--- src/rtl/axi_stream_transmitter.sv ---
// axi_stream_transmitter
// Master end of the SHA3 AXI-Stream link. A whole digest (up to 64 bytes) is
// taken in one parallel handshake and sent as DATA_WIDTH-bit beats, byte 0
// first. Every output is a register, so TVALID never depends combinationally
// on TREADY, and all beat fields hold steady while a beat is stalled.
module axi_stream_transmitter #(
   parameter int DATA_WIDTH = 16
) (
   input  logic                    ACLK,
   input  logic                    ARESET,
   input  logic [511:0]            in_data,
   input  logic [1:0]              in_type,
   input  logic [7:0]              in_dest,
   input  logic                    in_id,
   input  logic                    in_valid,
   output logic                    in_ready,
   output logic [DATA_WIDTH-1:0]   TDATA,
   output logic                    TVALID,
   input  logic                    TREADY,
   output logic                    TLAST,
   output logic [DATA_WIDTH/8-1:0] TKEEP,
   output logic [DATA_WIDTH/8-1:0] TSTRB,
   output logic                    TID,
   output logic [7:0]              TDEST,
   output logic [1:0]              TUSER
);

   // Bytes carried per beat; the beat counter reaches at most 63 (64 beats of 8 bits)
   localparam int KW = DATA_WIDTH / 8;
   localparam int CW = 7;

   typedef enum logic [0:0] {
      ST_IDLE = 1'b0,
      ST_SEND = 1'b1
   } state_t;

   // Digest length in bytes for each SHA3 variant
   function automatic logic [6:0] digest_bytes(input logic [1:0] t);
      logic [6:0] n;
      case (t)
         2'd0:    n = 7'd28;
         2'd1:    n = 7'd32;
         2'd2:    n = 7'd48;
         2'd3:    n = 7'd64;
         default: n = 7'd64;
      endcase
      return n;
   endfunction

   // Beats needed for a variant: bytes rounded up to whole beats, never zero
   function automatic logic [CW-1:0] beat_count(input logic [1:0] t);
      int nb;
      nb = (int'(digest_bytes(t)) + KW - 1) / KW;
      return CW'(nb);
   endfunction

   // Byte-valid mask: full on every beat except a short final beat
   function automatic logic [KW-1:0] beat_keep(input logic [1:0] t, input logic last);
      logic [KW-1:0] k;
      int rem;
      rem = int'(digest_bytes(t)) % KW;
      for (int i = 0; i < KW; i++) begin
         if (!last || (rem == 0) || (i < rem)) begin
            k[i] = 1'b1;
         end else begin
            k[i] = 1'b0;
         end
      end
      return k;
   endfunction

   // Drive unkept bytes to zero so no stale digest bytes leak onto the bus
   function automatic logic [DATA_WIDTH-1:0] mask_bytes(input logic [DATA_WIDTH-1:0] d,
                                                        input logic [KW-1:0] k);
      logic [DATA_WIDTH-1:0] m;
      for (int i = 0; i < KW; i++) begin
         if (k[i]) begin
            m[8*i +: 8] = d[8*i +: 8];
         end else begin
            m[8*i +: 8] = 8'h00;
         end
      end
      return m;
   endfunction

   state_t                state_q;
   logic [511:0]          shift_q;
   logic [CW-1:0]         cnt_q;
   logic                  in_ready_q;
   logic                  tvalid_q;
   logic                  tlast_q;
   logic [DATA_WIDTH-1:0] tdata_q;
   logic [KW-1:0]         tkeep_q;
   logic                  tid_q;
   logic [7:0]            tdest_q;
   logic [1:0]            tuser_q;

   logic [511:0]          shift_d;
   logic [CW-1:0]         cnt_d;
   logic                  last_d;
   logic [KW-1:0]         keep_d;
   logic [DATA_WIDTH-1:0] data_d;
   logic [CW-1:0]         nb_last_s;
   logic                  first_last_s;
   logic [KW-1:0]         first_keep_s;
   logic [DATA_WIDTH-1:0] first_data_s;

   // Index of the final beat for the digest being sent (TUSER holds its type)
   assign nb_last_s = beat_count(tuser_q) - 7'd1;

   // Fields of the beat that follows a non-final handshake
   always_comb begin
      shift_d = shift_q >> DATA_WIDTH;
      cnt_d   = cnt_q + 7'd1;
      last_d  = (cnt_d == nb_last_s);
      keep_d  = beat_keep(tuser_q, last_d);
      data_d  = mask_bytes(shift_d[DATA_WIDTH-1:0], keep_d);
   end

   // Fields of the first beat, taken straight from the offered digest
   always_comb begin
      first_last_s = (beat_count(in_type) == 7'd1);
      first_keep_s = beat_keep(in_type, first_last_s);
      first_data_s = mask_bytes(in_data[DATA_WIDTH-1:0], first_keep_s);
   end

   // Control FSM: accept a digest in IDLE, emit one beat per handshake in SEND
   always_ff @(posedge ACLK or posedge ARESET) begin
      if (ARESET) begin
         state_q    <= ST_IDLE;
         shift_q    <= '0;
         cnt_q      <= '0;
         in_ready_q <= 1'b0;
         tvalid_q   <= 1'b0;
         tlast_q    <= 1'b0;
         tdata_q    <= '0;
         tkeep_q    <= '0;
         tid_q      <= 1'b0;
         tdest_q    <= 8'h00;
         tuser_q    <= 2'b00;
      end else begin
         case (state_q)
            ST_IDLE: begin
               if (in_valid && in_ready_q) begin
                  shift_q    <= in_data;
                  cnt_q      <= '0;
                  tuser_q    <= in_type;
                  tdest_q    <= in_dest;
                  tid_q      <= in_id;
                  tdata_q    <= first_data_s;
                  tkeep_q    <= first_keep_s;
                  tlast_q    <= first_last_s;
                  tvalid_q   <= 1'b1;
                  in_ready_q <= 1'b0;
                  state_q    <= ST_SEND;
               end else begin
                  // ready rises on the first edge out of reset and stays up while idle
                  in_ready_q <= 1'b1;
               end
            end
            ST_SEND: begin
               if (tvalid_q && TREADY) begin
                  if (tlast_q) begin
                     tvalid_q   <= 1'b0;
                     tlast_q    <= 1'b0;
                     cnt_q      <= '0;
                     in_ready_q <= 1'b1;
                     state_q    <= ST_IDLE;
                  end else begin
                     shift_q <= shift_d;
                     cnt_q   <= cnt_d;
                     tdata_q <= data_d;
                     tkeep_q <= keep_d;
                     tlast_q <= last_d;
                  end
               end else begin
                  // stalled: every beat field holds until the sink takes it
                  tvalid_q <= tvalid_q;
               end
            end
            default: begin
               state_q    <= ST_IDLE;
               tvalid_q   <= 1'b0;
               tlast_q    <= 1'b0;
               cnt_q      <= '0;
               in_ready_q <= 1'b0;
            end
         endcase
      end
   end

   assign in_ready = in_ready_q;
   assign TVALID   = tvalid_q;
   assign TLAST    = tlast_q;
   assign TDATA    = tdata_q;
   assign TKEEP    = tkeep_q;
   assign TSTRB    = tkeep_q;
   assign TID      = tid_q;
   assign TDEST    = tdest_q;
   assign TUSER    = tuser_q;

endmodule

--- config.mk ---
export PLATFORM = sky130hd
export DESIGN_NAME = axi_stream_transmitter
export DESIGN_NICKNAME = d
export VERILOG_FILES = /design/src/rtl/axi_stream_transmitter.sv
export SDC_FILE = /design/constraint.sdc
export NUM_CORES = 1
export LEC_CHECK = 0
export ABC_AREA = 0
export CORE_AREA = 4 4 290 292
export DETAILED_ROUTE_END_ITERATION = 8
export DIE_AREA = 0 0 294 296
export HOLD_SLACK_MARGIN = 0.15
export SETUP_SLACK_MARGIN = 0.02
export SKIP_LAST_GASP = 1
export SYNTH_ARGS = -nofsm -noshare
export SYNTH_HDL_FRONTEND = slang
export SYNTH_SLANG_ARGS = --single-unit
--- constraint.sdc ---
create_clock -name ACLK -period 20.2 [get_ports ACLK]
set_clock_uncertainty 0.05 [all_clocks]
set_input_delay 5.05 -clock ACLK [delete_from_list [all_inputs] [get_ports ACLK]]
set_output_delay 5.05 -clock ACLK [all_outputs]
set_load 0.02 [all_outputs]
==> impl_metrics.ini <==
[worst_setup_path]
end_kind = register
path_class = in2reg
worstPathCellList = clkdlybuf4s50_1, nand2_1, nor2_4, buf_4, nor2b_4, buf_4, buf_4, buf_4, o21ai_0
r2r_cells = 6
crit_path_start_kind = input pin
required_ns = 20.60
critPathMaxStageDelay_ns = 0.85
cpMaxStageDelayCell = buf_4
arrival_ns = 9.07
cp_max_fo = 115
crit_top_cell = buf_4

[clocking]
clk_pin_slew_ns = 0.06
htreeDepth = 2
hold_buffers = 0
insertion_delay_ns = 0.63
cts_buffers = 61
clock_path_buffers = 3
post_cts_buffers = 0
cts_root_buf = clkbuf_16
cts_sinks = 535
cts_tree = yes
cts_resized = 0

[power]
p_per_area_nw_per_um2 = 146
irDropWorstVdd_uv = 134
sequentialPowerShare = 0.379
p_sw_w = 0.00180
clkPwrFrac = 0.239
leakagePower_nw = 16.1
swShare = 0.376
comb_power_share = 0.382
p_int_w = 0.00298

[detailed_routing]
num_vias = 17721
avgViaCountPerCell = 4.54
dr.first_iter.drc_count = 856
wl_per_cell_um = 19.5
drcViolationCount = 0
wl_um = 76100
final_antenna_net_count = 0
firstDrtPassIters = 4

[place]
dpl.hpwl_um = 56100
gp_congestion = 0.796
port_buffers = 560

[synth]
synthMuxAreaShare = 0.210
synthesis.nets = 2838
syn_inst = 2310
synth_largest_area_cell = dfrtp_1
synthXorXnorAreaFrac = 0.00108
synth.area.top_cells = dfrtp_1 55%, mux2i_1 20%, o21ai_0 10%
yosysWarnings = 0
synth-compound-area-share = 0.115
synthAdderAreaFrac = 0.000515
yosys.area_share.simple = 0.0843
synth_seq_cells = 535
avgSynthCellArea_sq_um = 10.5
synth_top_family_by_area = multiplexers
synth_top_area_frac = 0.552
ys_seq_area_frac = 0.552
syn_area_sq_um = 24300
netlist-cell-type-count = 35

[sta]
finalSetupViolCount = 0
finalHoldViolations = 0
tightestPinTransition_ns = 1.18
period_share = 0.429
hold_slack_ns = 0.425
fmax_ghz = 0.115
tns_ns = 0
rsz0062_at_grt = false
drv_slew = 0
period_needed_ns = 8.67
slew_headroom = 0.211

[grt]
grt_overflow = 0
grt_max_degree = 296
grt_usage = 0.169
grt_antenna_before_repair = 47
grt_pass1_wl_um = 112000
grt_pass1_vias = 18186

[run_status]
status = finished, final reports clean

[cells_and_area]
num-fill-cells = 8112
layout_commonest_cell = clkdlybuf4s50_1
layout_common_cells = 560 x clkdlybuf4s50_1, 534 x dfrtp_1, 501 x nand2_1, 501 x o21ai_0, 496 x mux2i_1
layout-drive-gt1-share = 0.0522
nNetsFinal = 3292
syn_to_final_growth_pct = 34.7

[die]
initial_core_util = 0.298
ioPinCount = 561
die-area_sq_um = 87000
fp.coreArea_sq_um = 81600
die_y_um = 296
dieWidth_um = 294
rows = 105

[hold_path]
hold_path.class = reg2reg
whs_path_depth = 2

[run]
maxCapViolCount = 0
==> kinds of logic (layout without fill, tap and decap cells) <==
group | after synthesis | count (layout)
compound gates | 537 | 537
xor+xnor | 3 | 3
fa+ha+maj | 1 | 1
buf+inv | 196 | 701
flops | 535 | 535
mux | 508 | 508
other cells | 0 | 19
simple gates | 530 | 530
==> final timing paths <==
path | startpoint | end | slack [ns]
max | in_valid | shift_q[473] | 11.53
min | shift_q[225] | shift_q[225] | 0.42
max reg2reg | state_q | shift_q[281] | 15.05
min reg2reg | shift_q[225] | shift_q[225] | 0.42
max in group asynchronous | ARESET | shift_q[4] | 12.15
min in group asynchronous | ARESET | shift_q[456] | 4.91
==> power by group through the flow <==
stage | logic, W | registers, W | clock network [W]
after floorplan | 0.00145 | 0.00172 | 0
after global placement | 0.00183 | 0.00183 | 0
after detailed placement | 0.00187 | 0.00183 | 0
after CTS | 0.00187 | 0.00182 | 0.00118
after global routing | 0.00207 | 0.00187 | 0.00123
final | 0.00183 | 0.00181 | 0.00114
==> synth_stat cells (all sizes together) <==
master   count
buf         90
o31ai        2
a211o        1
nor2b        1
nand4        1
nand2      501
or3          1
mux2i      496
ha           1
a32o         2
inv          3
dfrtp      535
o21ai      508
nor3         1
nor3b        1
nand3        7
clkbuf     103
a2111oi      1
a22oi        1
xor2         1
nor2         9
a21o         1
and2b        1
and3         2
a22o        17
and2         1
o41ai        1
a31oi        3
xnor2        2
mux2        12
nand2b       4
==> stage by stage <==
step,util,instances,cell area [sq um],total power (W),setup WS (ns)
after floorplan,-,2310,24300,0.00317,0.148
after global placement,0.374,3771,30500,0.00365,10.88
after detailed placement,0.374,3771,30500,0.00370,10.81
after CTS,0.400,3885,32700,0.00487,11.48
after global routing,0.401,3894,32700,0.00517,11.13
final,0.401,3904,32700,0.00478,11.53
==> layer usage <==
layer  up-vias  part of all wire  track usage
li1       8896                 -            -
met1      8205              0.40        0.201
met2       431              0.49        0.288
met3       145             0.087       0.0664
met4        44             0.021       0.0431
met5         -            0.0037            0
==> registers in the layout, summed over array words and instances (netlist names) <==
name,flops
TVALID,1
in_ready,1
TUSER,2
state_q,1
shift_q,512
TID,1
TDEST,8
TLAST,1
TKEEP,1
cnt_q,7
==> final cells by class <==
class / count / area (sq um) / area share
Inverter: 3 / 18.8 / 0.000574
Sequential cell: 535 / 13400 / 0.409
Multi-Input combinational cell: 1579 / 9990 / 0.305
Tap cell: 1070 / 1340 / 0.0409
Clock inverter: 21 / 246 / 0.00754
Clock buffer: 93 / 1880 / 0.0574
Timing Repair Buffer: 584 / 5800 / 0.177
Antenna cell: 19 / 47.5 / 0.00145
==> critical path: cells and delay by family <==
kind	cells	cell delay, ns
AND/OR/NAND/NOR	3	0.58
buffers and inverters	5	3.03
AO/OA/AOI/OAI	1	0.25
Power figures use the tool's default switching activity.
